--- config.mk ---
export PLATFORM = sky130hd
export DESIGN_NAME = muldiv_unit
export DESIGN_NICKNAME = d
export VERILOG_FILES = /design/src/rtl/alu_pkg.sv /design/src/rtl/cond_negate.sv /design/src/rtl/muldiv_unit.sv
export SDC_FILE = /design/constraint.sdc
export NUM_CORES = 1
export LEC_CHECK = 0
export BUFFER_PORTS_ARGS = -buffer_cell sky130_fd_sc_hd__buf_2
export CAP_MARGIN = 25
export CELL_PAD_IN_SITES_DETAIL_PLACEMENT = 2
export CELL_PAD_IN_SITES_GLOBAL_PLACEMENT = 2
export CORE_UTILIZATION = 37
export CTS_CLUSTER_SIZE = 24
export DETAILED_ROUTE_END_ITERATION = 12
export PLACE_DENSITY_LB_ADDON = 0.1
export REMOVE_ABC_BUFFERS = 1
export SLEW_MARGIN = 5
export SYNTH_ARGS = -nofsm -noshare
export SYNTH_HDL_FRONTEND = slang
export SYNTH_SLANG_ARGS = --single-unit
--- constraint.sdc ---
create_clock -name CLK -period 4 [get_ports CLK]
set_input_delay 0.2 -clock CLK [delete_from_list [all_inputs] [get_ports CLK]]
set_output_delay 0.2 -clock CLK [all_outputs]
set_load 0.02 [all_outputs]
--- src/rtl/alu_pkg.sv ---
`default_nettype none
// ============================================================================
// Module      : alu_pkg
// Description : Shared definitions for the EX-stage execute units: SELECT
//               opcode codes for the single-cycle ALU and the RV32M group,
//               the muldiv_unit FSM state encoding and the XLEN default.
// Revision    : 1.0 - initial release
// ============================================================================
package alu_pkg;

    localparam int XLEN_DEF = 32;

    // SELECT[4:3] group code that routes an operation to muldiv_unit
    localparam logic [1:0] SEL_GRP_MULDIV = 2'b11;

    // A few single-cycle ALU codes (SELECT[4:3] != 2'b11)
    localparam logic [4:0] SEL_ALU_ADD = 5'b00000;
    localparam logic [4:0] SEL_ALU_SUB = 5'b00001;
    localparam logic [4:0] SEL_ALU_AND = 5'b00111;

    // RV32M funct3 codes carried in SELECT[2:0]
    localparam logic [2:0] F3_MUL    = 3'b000;
    localparam logic [2:0] F3_MULH   = 3'b001;
    localparam logic [2:0] F3_MULHSU = 3'b010;
    localparam logic [2:0] F3_MULHU  = 3'b011;
    localparam logic [2:0] F3_DIV    = 3'b100;
    localparam logic [2:0] F3_DIVU   = 3'b101;
    localparam logic [2:0] F3_REM    = 3'b110;
    localparam logic [2:0] F3_REMU   = 3'b111;

    typedef enum logic [1:0] {
        MD_IDLE = 2'd0,
        MD_CALC = 2'd1,
        MD_FIX  = 2'd2
    } md_state_t;

endpackage
`default_nettype wire

--- src/rtl/cond_negate.sv ---
`default_nettype none
// ============================================================================
// Module      : cond_negate
// Description : W-bit conditional two's-complement. Used for operand
//               absolute values and for the result sign fix-up.
// Ports       : i_value [W-1:0] operand
//               i_neg           1 = output -i_value, 0 = pass through
//               o_value [W-1:0] result (modulo 2^W)
// Revision    : 1.0 - initial release
// ============================================================================
module cond_negate #(
    parameter int W = 32
) (
    input  logic [W-1:0] i_value,
    input  logic         i_neg,
    output logic [W-1:0] o_value
);

    assign o_value = i_neg ? (~i_value + W'(1)) : i_value;

endmodule
`default_nettype wire

--- src/rtl/muldiv_unit.sv ---
`default_nettype none
// ============================================================================
// Module      : muldiv_unit
// Description : Multicycle RV32M execute unit (MUL/MULH/MULHSU/MULHU/DIV/
//               DIVU/REM/REMU). Iterative radix-2 shift-add multiply and
//               restoring divide on magnitudes, followed by a one-cycle
//               sign fix-up. Divide-by-zero and signed overflow bypass the
//               iteration.
// Ports       : CLK     clock, rising edge
//               RESET   asynchronous, active-low reset
//               START   request, sampled on the rising edge
//               FLUSH   abort the in-flight operation
//               SELECT  {2'b11, funct3}
//               DATA1   rs1 operand (multiplicand / dividend)
//               DATA2   rs2 operand (multiplier / divisor)
//               RESULT  registered result, held until the next DONE
//               BUSY    operation in flight
//               DONE    one-cycle pulse, RESULT valid
// Config      : MULDIV_FAST_MUL_EN - when defined, multiplies use a single
//               combinational signed product and skip the iteration.
// Revision    : 1.0 - initial release
// ============================================================================
module muldiv_unit
    import alu_pkg::*;
#(
    parameter int XLEN = XLEN_DEF
) (
    input  logic            CLK,
    input  logic            RESET,
    input  logic            START,
    input  logic            FLUSH,
    input  logic [4:0]      SELECT,
    input  logic [XLEN-1:0] DATA1,
    input  logic [XLEN-1:0] DATA2,
    output logic [XLEN-1:0] RESULT,
    output logic            BUSY,
    output logic            DONE
);

    localparam int            C_CW   = $clog2(XLEN);
    localparam logic [C_CW-1:0] C_LAST = C_CW'(XLEN - 1);

    md_state_t         r_state;
    logic [2:0]        r_op;
    logic [C_CW-1:0]   r_cnt;
    // r_hi:r_lo is the 2*XLEN product accumulator for multiplies and
    // remainder:dividend/quotient for divides. r_b holds |multiplicand| or
    // |divisor|.
    logic [XLEN-1:0]   r_hi;
    logic [XLEN-1:0]   r_lo;
    logic [XLEN-1:0]   r_b;
    logic              r_neg_res;
    logic              r_neg_rem;
    logic [XLEN-1:0]   r_result;
    logic              r_done;

    // ------------------------------------------------------------------
    // Acceptance and operand decode
    // ------------------------------------------------------------------
    logic [2:0]        w_f3;
    logic              w_accept;
    logic              w_is_div;
    logic              w_a_signed;
    logic              w_b_signed;
    logic              w_a_neg;
    logic              w_b_neg;
    logic [XLEN-1:0]   w_a_abs;
    logic [XLEN-1:0]   w_b_abs;
    logic              w_div_zero;
    logic              w_div_ovf;

    assign w_f3     = SELECT[2:0];
    assign w_accept = (r_state == MD_IDLE) && START
                      && (SELECT[4:3] == SEL_GRP_MULDIV) && !FLUSH;
    assign w_is_div = w_f3[2];

    // MUL's low word is sign-independent, so it runs as unsigned.
    assign w_a_signed = (w_f3 == F3_MULH) || (w_f3 == F3_MULHSU)
                        || (w_f3 == F3_DIV) || (w_f3 == F3_REM);
    assign w_b_signed = (w_f3 == F3_MULH) || (w_f3 == F3_DIV)
                        || (w_f3 == F3_REM);
    assign w_a_neg    = w_a_signed && DATA1[XLEN-1];
    assign w_b_neg    = w_b_signed && DATA2[XLEN-1];

    assign w_div_zero = w_is_div && (DATA2 == '0);
    assign w_div_ovf  = ((w_f3 == F3_DIV) || (w_f3 == F3_REM))
                        && (DATA1 == {1'b1, {(XLEN-1){1'b0}}})
                        && (DATA2 == '1);

    cond_negate #(.W(XLEN)) u_abs_a (
        .i_value (DATA1),
        .i_neg   (w_a_neg),
        .o_value (w_a_abs)
    );

    cond_negate #(.W(XLEN)) u_abs_b (
        .i_value (DATA2),
        .i_neg   (w_b_neg),
        .o_value (w_b_abs)
    );

`ifdef MULDIV_FAST_MUL_EN
    // Sign-extending to 2*XLEN makes the low 2*XLEN bits of an ordinary
    // product equal the signed/unsigned/mixed product required.
    logic [2*XLEN-1:0] w_fa;
    logic [2*XLEN-1:0] w_fb;
    logic [2*XLEN-1:0] w_fast_prod;

    assign w_fa        = {{XLEN{w_a_neg}}, DATA1};
    assign w_fb        = {{XLEN{w_b_neg}}, DATA2};
    assign w_fast_prod = w_fa * w_fb;
`endif

    // ------------------------------------------------------------------
    // Iteration datapath
    // ------------------------------------------------------------------
    logic [XLEN:0]     w_add;
    logic [XLEN:0]     w_shift;
    logic [XLEN:0]     w_diff;

    assign w_add   = {1'b0, r_hi} + {1'b0, r_b};
    assign w_shift = {r_hi, r_lo[XLEN-1]};
    // MSB set means borrow: the trial subtraction is discarded.
    assign w_diff  = w_shift - {1'b0, r_b};

    // ------------------------------------------------------------------
    // Sign fix-up and word select
    // ------------------------------------------------------------------
    logic [2*XLEN-1:0] w_prod_fix;
    logic [XLEN-1:0]   w_rem_fix;
    logic [XLEN-1:0]   w_fix_result;

    // Low word of the negated accumulator doubles as the negated quotient.
    cond_negate #(.W(2*XLEN)) u_neg_prod (
        .i_value ({r_hi, r_lo}),
        .i_neg   (r_neg_res),
        .o_value (w_prod_fix)
    );

    cond_negate #(.W(XLEN)) u_neg_rem (
        .i_value (r_hi),
        .i_neg   (r_neg_rem),
        .o_value (w_rem_fix)
    );

    always_comb begin
        w_fix_result = w_prod_fix[XLEN-1:0];
        if (!r_op[2]) begin
            if (r_op[1:0] != 2'b00) begin
                w_fix_result = w_prod_fix[2*XLEN-1:XLEN];
            end
        end else if (r_op[1]) begin
            w_fix_result = w_rem_fix;
        end
    end

    // ------------------------------------------------------------------
    // Control FSM
    // ------------------------------------------------------------------
    always_ff @(posedge CLK or negedge RESET) begin
        if (!RESET) begin
            r_state   <= MD_IDLE;
            r_op      <= '0;
            r_cnt     <= '0;
            r_hi      <= '0;
            r_lo      <= '0;
            r_b       <= '0;
            r_neg_res <= 1'b0;
            r_neg_rem <= 1'b0;
            r_result  <= '0;
            r_done    <= 1'b0;
        end else begin
            r_done <= 1'b0;
            case (r_state)
                MD_IDLE: begin
                    if (w_accept) begin
                        r_op  <= w_f3;
                        r_cnt <= '0;
                        if (w_div_zero) begin
                            // quotient all-ones, remainder = dividend
                            r_hi      <= DATA1;
                            r_lo      <= '1;
                            r_neg_res <= 1'b0;
                            r_neg_rem <= 1'b0;
                            r_state   <= MD_FIX;
                        end else if (w_div_ovf) begin
                            r_hi      <= '0;
                            r_lo      <= {1'b1, {(XLEN-1){1'b0}}};
                            r_neg_res <= 1'b0;
                            r_neg_rem <= 1'b0;
                            r_state   <= MD_FIX;
`ifdef MULDIV_FAST_MUL_EN
                        end else if (!w_is_div) begin
                            {r_hi, r_lo} <= w_fast_prod;
                            r_neg_res    <= 1'b0;
                            r_neg_rem    <= 1'b0;
                            r_state      <= MD_FIX;
`endif
                        end else begin
                            r_b       <= w_b_abs;
                            r_hi      <= '0;
                            r_lo      <= w_a_abs;
                            r_neg_res <= w_a_neg ^ w_b_neg;
                            r_neg_rem <= w_a_neg;
                            r_state   <= MD_CALC;
                        end
                    end
                end

                MD_CALC: begin
                    if (FLUSH) begin
                        r_state <= MD_IDLE;
                    end else begin
                        if (!r_op[2]) begin
                            // multiplier bits consumed from r_lo[0]; the
                            // product shifts in from the top
                            if (r_lo[0]) begin
                                {r_hi, r_lo} <= {w_add, r_lo[XLEN-1:1]};
                            end else begin
                                {r_hi, r_lo} <= {1'b0, r_hi, r_lo[XLEN-1:1]};
                            end
                        end else begin
                            if (!w_diff[XLEN]) begin
                                r_hi <= w_diff[XLEN-1:0];
                                r_lo <= {r_lo[XLEN-2:0], 1'b1};
                            end else begin
                                r_hi <= w_shift[XLEN-1:0];
                                r_lo <= {r_lo[XLEN-2:0], 1'b0};
                            end
                        end
                        r_cnt <= r_cnt + C_CW'(1);
                        if (r_cnt == C_LAST) begin
                            r_state <= MD_FIX;
                        end
                    end
                end

                MD_FIX: begin
                    if (!FLUSH) begin
                        r_result <= w_fix_result;
                        r_done   <= 1'b1;
                    end
                    r_state <= MD_IDLE;
                end

                default: r_state <= MD_IDLE;
            endcase
        end
    end

    assign RESULT = r_result;
    assign BUSY   = (r_state != MD_IDLE);
    assign DONE   = r_done;

endmodule
`default_nettype wire

==> summary.txt, run 1 <==
Outcome = finished, final reports clean
Final Net Count = 2136
Top post-synthesis cells by area = dfrtp_1 (24%), nand2_1 (6.5%), xnor2_1 (6.4%)
Min cycle time layout = 3720 ps
Gr ovfl total = 0
Simple-gate share of the synthesized area = 0.194
Slew Limit Headroom = 0.367
Synth Warn # = 0
WL final = 62.1 mm
Wire per inst = 24.6 um
Adder-cell share of the synthesized area = 0.0632
Final hold violation count = 0
Most common cell after layout, fill and taps aside = nand2_1
Max clock buf depth = 2
Synth Area per Inst = 7.67 sq um
Worst IR Drop VDD = 0.370 mV
Cell count after synthesis = 1915
Hold Crit Class = input pin to flip-flop
Post-route ant nets = 0
Final GP Congestion = 0.901
CP Capture Type = flip-flop
Mux cell area share after synthesis = 0.0542
Cell Area, Synth = 14700 sq um
Area grow syn2layout = 13.8%
Fillcell total = 4502
Area leader, netlist = dfrtp_1
Post-CTS sizing = 0
Initial antenna violation count = 0
Power density over the cells = 713 nW/um^2
Top-area cell type share of the netlist area = 0.240
Area after DPL = 16000 sq um
I/O pins = 107
Die H = 201 um
CTS tree = yes
Sequential Area = 3530 sq um
Switching power = 5.97 mW
Via count of the first global-routing pass = 16300
Port Buffers = 106
Critical R2R Launch = r_lo[31]$_DFFE_PN0P_
Inserted Clock Buffers = 17
Flop pwr share = 0.191
Core Region = 38900 sq um
Max-slew violation count = 0
Multi-input logic area = 10400 sq um
Leak = 7.24 nW
Yosys reg bits = 141
Worst hold start = SELECT[0]
Slew @ Worst Pin = 949 ps
Drt initial violations = 787
Root buffer cell = clkbuf_16
Crit path DAT = 4070 ps
Kind of critical path = flip-flop to flip-flop
Drt pass-1 iters = 5
Fmax = 0.269 GHz
CTS Sinks = 141
Most used DFF post-synth = dfrtp_1
Final WS setup = 281 ps
Die extent in x = 201 um
Critical path startpoint category = flip-flop
Count of flip-flops with a built-in enable after synthesis = 0
Critical path fanouts, max = 32
Worst-path clk slew = 70 ps
First-pass GRT wire length = 97.1 mm
Die area = 40500 sq um
Total GRT Usage = 0.310
Vias per Instance = 6.03
Max_cap viols = 0
Clock power frac = 0.158
RSZ-0062 raised after global routing = no
Critical Path Start = r_lo[31]$_DFFE_PN0P_
Critical path data required time = 4350 ps
Total Power = 11.9 mW
Layout cell share with drive strength beyond 1 = 0.134
Final setup fails = 0
Count of cell types in the netlist = 83
Seq/Total Area, Yosys = 0.240
Main combinational cell family by area after synthesis = compound AO/OA/AOI/OAI gates
Clk_lat worst skew = 460 ps
Tcrit/Tclk final = 0.930
Synth Area in XOR/XNOR = 0.118
# DRC = 0
Post-synthesis compound-gate area fraction = 0.277
Post-synth ARST share = 1.00
Sw Share = 0.501
FP Rows = 72
Int Pwr = 5.96 mW
Post-route cell area = 16700 sq um
Combinational Power Share = 0.651
Largest net degree at the start of global routing = 88
Initial core utilization = 0.378
Vias = 15200
Depth of the CTS H-tree = 4
Hpwl dp = 48.4 mm
Place WS = 367 ps
Most frequent cells in the layout = nand2_1 (254), o21ai_0 (178), dfrtp_1 (140)
Clk_skew = 9.78 ps
[metal layers]
metal	GRT usage	vias to the layer above	wire length [um]
met1	0.402	7718	28300
met4	0.103	0	1490
met5	0	-	0
li1	-	7113	-
met3	0.0243	72	1900
met2	0.540	303	30400
[layout make-up]
class                           instances  share of cell area
Multi-Input combinational cell       1573               0.623
Sequential cell                       141               0.211
Timing Repair Buffer                  188              0.0714
Tap cell                              518              0.0388
Clock buffer                           21              0.0275
Inverter                               69              0.0155
Clock inverter                         11              0.0127
Antenna cell                            1            0.000150
[Yosys cell counts (all sizes together) (4+ instances only)]
cell / n
a221oi: 28
o31ai: 43
a21o: 51
xnor2: 108
a2111oi: 6
o311ai: 8
nand3: 28
nand4: 24
o211ai: 14
nor2: 123
o21ai: 194
o21a: 11
or3: 17
o221ai: 17
mux2: 13
clkbuf: 109
and3: 10
and4: 6
o31a: 8
nand2b: 17
ha: 71
a21boi: 4
nor3: 34
o22ai: 13
or4: 17
nor2b: 7
a21oi: 135
dfrtp: 141
xor2: 88
o21bai: 7
buf: 23
or2: 13
a31oi: 23
and2: 13
nand3b: 4
nor4: 15
inv: 68
a31o: 4
nand4b: 5
nand2: 255
a211oi: 24
o41ai: 15
mux2i: 65
[final timing paths]
path / to / slack, ps / depth (start not counted)
hold reg to reg: RESULT[28]$_DFFE_PN0P_ / 470 / 2
setup reg to reg: r_hi[30]$_DFFE_PN0P_ / 280 / 13
min in group asynchronous: RESULT[2]$_DFFE_PN0P_ / 380 / 2
setup / recovery: r_hi[30]$_DFFE_PN0P_ / 280 / 13
max in group asynchronous: r_lo[25]$_DFFE_PN0P_ / 2620 / 3
hold / removal: r_op[0]$_DFFE_PN0P_ / 60 / 3
[through the flow]
step                TNS, ps  hold WS, ps  instances  utilization
floorplan             -27.2        -95.6       1783            -
global placement          0          334       2487        0.412
detailed placement        0          355       2487        0.412
CTS                       0         30.5       2521        0.430
global route              0         85.6       2521        0.430
finish                    0         55.5       2522        0.430
[repair_timing]
action / 4_1_cts / 5_1_grt
setup buffers: 0 / 0
hold endpoints to repair: 86 / 0
hold buffers: 2 / 0
[power by group through the flow]
stage | logic (mW) | registers (mW) | clock network, mW
3_3_place_gp | 7.35 | 2.26 | 0
2_1_floorplan | 4.90 | 2.33 | 0
4_1_cts | 7.70 | 2.26 | 1.92
3_5_place_dp | 7.62 | 2.28 | 0
6_report | 7.77 | 2.28 | 1.89
5_1_grt | 8.42 | 2.31 | 1.96
[logic make-up (layout without fill, tap and decap cells)]
logic type | after synthesis | after routing
xor gates and xnor gates | 196 | 196
adders and majority gates | 73 | 73
and+or+nand+nor | 596 | 596
muxes | 78 | 78
AOI/OAI and AO/OA | 630 | 630
other | 0 | 1
DFF | 141 | 141
buffers and inverters | 201 | 289
[sequential cells by signal, indices dropped and copies added, names as in the netlist]
signal / flops
r_op: 3
r_neg_res: 1
r_b: 32
DONE: 1
r_lo: 32
RESULT: 32
r_neg_rem: 1
r_state: 2
r_cnt: 5
r_hi: 32
[critical path, cell delays in order (launching register included)]
cell,delay (ps)
dfrtp_1,410
inv_1,80
ha_1,240
fa_1,410
nor2b_1,210
o31a_1,210
o221a_2,280
o31ai_4,80
a311oi_2,460
o41ai_4,160
xnor2_4,190
buf_12,260
mux2_1,370
o211a_1,210
(Power assumes the default switching activity.)
==> inputs of run 2 (changes only) <==
ABC_CLOCK_PERIOD_IN_PS = 4000   (was unset)
HOLD_SLACK_MARGIN = 0.06   (was unset)
RECOVER_POWER = 50   (was unset)
==> summary.txt, run 2 (synthesis gave the netlist of run 1 again) <==
Outcome = finished, violations left (was finished, final reports clean)
Clk_skew = 9.62 ps (was 9.78 ps)
Inserted Clock Buffers = 17 (unchanged)
Total Power = 11.9 mW (about the same)
Critical path fanouts, max = 32 (unchanged)
Kind of critical path = flip-flop to flip-flop (unchanged)
Slew @ Worst Pin = 2480 ps (was 949 ps)
Crit path DAT = 4040 ps (was 4070 ps)
Port Buffers = 106 (unchanged)
Worst-path clk slew = 70 ps (about the same)
Gr ovfl total = 0 (unchanged)
R2r setup slk = 310 ps (was 280 ps)
Int Pwr = 5.96 mW (about the same)
FP Rows = 72 (unchanged)
CTS tree = yes (unchanged)
CP Capture Type = flip-flop (unchanged)
Final hold violation count = 0 (unchanged)
Switching power = 5.98 mW (was 5.97 mW)
Worst IR Drop VDD = 0.370 mV (about the same)
Final Net Count = 2137 (was 2136)
Clk_lat worst skew = 470 ps (was 460 ps)
Fmax = 0.271 GHz (was 0.269 GHz)
Root buffer cell = clkbuf_16 (unchanged)
Max-slew violation count = 88 (was 0)
Sw Share = 0.501 (about the same)
# DRC = 0 (unchanged)
Critical path startpoint category = flip-flop (unchanged)
Post-route ant nets = 0 (unchanged)
Most common cell after layout, fill and taps aside = nand2_1 (unchanged)
Largest net degree at the start of global routing = 88 (unchanged)
Clock power frac = 0.159 (was 0.158)
Max_cap viols = 1 (was 0)
Final setup fails = 0 (unchanged)
Core Region = 38900 sq um (unchanged)
I/O pins = 107 (unchanged)
Final hold slack = 80.4 ps (was 55.5 ps)
Vias = 15200 (about the same)
Final GP Congestion = 0.901 (unchanged)
Most frequent cells in the layout = nand2_1 (254), o21ai_0 (178), dfrtp_1 (140) (unchanged)
Die extent in x = 201 um (unchanged)
Tcrit/Tclk final = 0.922 (was 0.930)
RSZ-0062 raised after global routing = no (unchanged)
First-pass GRT wire length = 97.1 mm (unchanged)
Leak = 7.09 nW (was 7.24 nW)
Fillcell total = 4510 (was 4502)
Hold Crit Class = input pin to flip-flop (unchanged)
Depth of the CTS H-tree = 4 (unchanged)
Total GRT Usage = 0.310 (unchanged)
Min cycle time layout = 3690 ps (was 3720 ps)
CTS Sinks = 141 (unchanged)
Drt pass-1 iters = 5 (unchanged)
Drt initial violations = 770 (was 787)
Vias per Instance = 6.03 (about the same)
Critical path data required time = 4350 ps (about the same)
Layout cell share with drive strength beyond 1 = 0.118 (was 0.134)
Failing checks = capacitance limit, slew limit
WL final = 62.0 mm (was 62.1 mm)
Die H = 201 um (unchanged)
Wire per inst = 24.6 um (about the same)
Initial core utilization = 0.378 (unchanged)
Hpwl dp = 48.4 mm (unchanged)
Max clock buf depth = 2 (unchanged)
Area grow syn2layout = 13.5% (was 13.8%)
Via count of the first global-routing pass = 16300 (about the same)
Initial antenna violation count = 0 (unchanged)
Die area = 40500 sq um (unchanged)
Post-CTS sizing = 0 (unchanged)
Slew Limit Headroom = -0.651 (was 0.367)
Setup TNS = 0 ps (unchanged)
Power density over the cells = 715 nW/um^2 (was 713 nW/um^2)
Combinational Power Share = 0.650 (was 0.651)
End-of-flow core utilization = 0.429 (was 0.430)
Flop pwr share = 0.191 (about the same)
run 2: cell types whose count changed in the layout (fill, tap and decap cells not counted):
cell / delta
buf_2: -33
clkbuf_1: +33
clkbuf_2: +3
buf_4: -2
buf_6: -1
dlygate4sd3_1: +1
run 2: final timing paths:
path,startpoint,to,cells past startpoint
max,r_lo[31]$_DFFE_PN0P_,r_hi[30]$_DFFE_PN0P_,13
min,DATA2[24],r_b[24]$_DFFE_PN0P_,4
max reg2reg,r_lo[31]$_DFFE_PN0P_,r_hi[30]$_DFFE_PN0P_,13
min reg2reg,RESULT[28]$_DFFE_PN0P_,RESULT[28]$_DFFE_PN0P_,2
max in group asynchronous,RESET,RESULT[26]$_DFFE_PN0P_,3
min in group asynchronous,RESET,RESULT[2]$_DFFE_PN0P_,2
run 2: critical path: stages (launching register included):
cell and delay (ps):
dfrtp_1 410, inv_1 80, ha_1 240, fa_1 410
nor2b_1 200, o31a_1 200, o221a_2 280, o31ai_4 80
a311oi_2 450, o41ai_4 160, xnor2_4 190, buf_12 260
mux2_1 360, o211a_1 210
run 2: metal layers:
metal  vias to the layer above  global-route usage  routed length [um]
met5                         -                   0                   0
met4                         0               0.103                1500
met3                        70              0.0243                2060
met2                       315               0.540               30300
met1                      7709               0.402               28100
li1                       7120                   -                   -
run 2: area by class of cell:
class	count	area [sq um]	area share
Clock buffer	21	460	0.0276
Sequential cell	141	3530	0.212
Inverter	69	259	0.0155
Timing Repair Buffer	189	1150	0.0691
Tap cell	518	648	0.0389
Multi-Input combinational cell	1573	10400	0.624
Clock inverter	11	213	0.0128
Antenna cell	1	2.50	0.000150
run 2: timing repair:
item	CTS	global route
setup buffers	0	0
hold buffers	3	0
hold endpoints to repair	87	0
run 2: through the flow:
| step | cells | area [sq um] | worst slack (ps) |
|---|---|---|---|
| after floorplan | 1783 | 14200 | -27.2 |
| after global placement | 2487 | 16000 | 457 |
| after detailed placement | 2487 | 16000 | 367 |
| after CTS | 2522 | 16700 | 316 |
| after global routing | 2522 | 16700 | 156 |
| final | 2523 | 16700 | 312 |
run 2: power groups by stage:
stage | combinational (mW) | clock (mW) | sequential [mW]
after floorplan | 4.90 | 0 | 2.33
after global placement | 7.35 | 0 | 2.26
after detailed placement | 7.62 | 0 | 2.28
after CTS | 7.70 | 1.92 | 2.26
after global routing | 8.42 | 1.96 | 2.31
final | 7.76 | 1.89 | 2.28
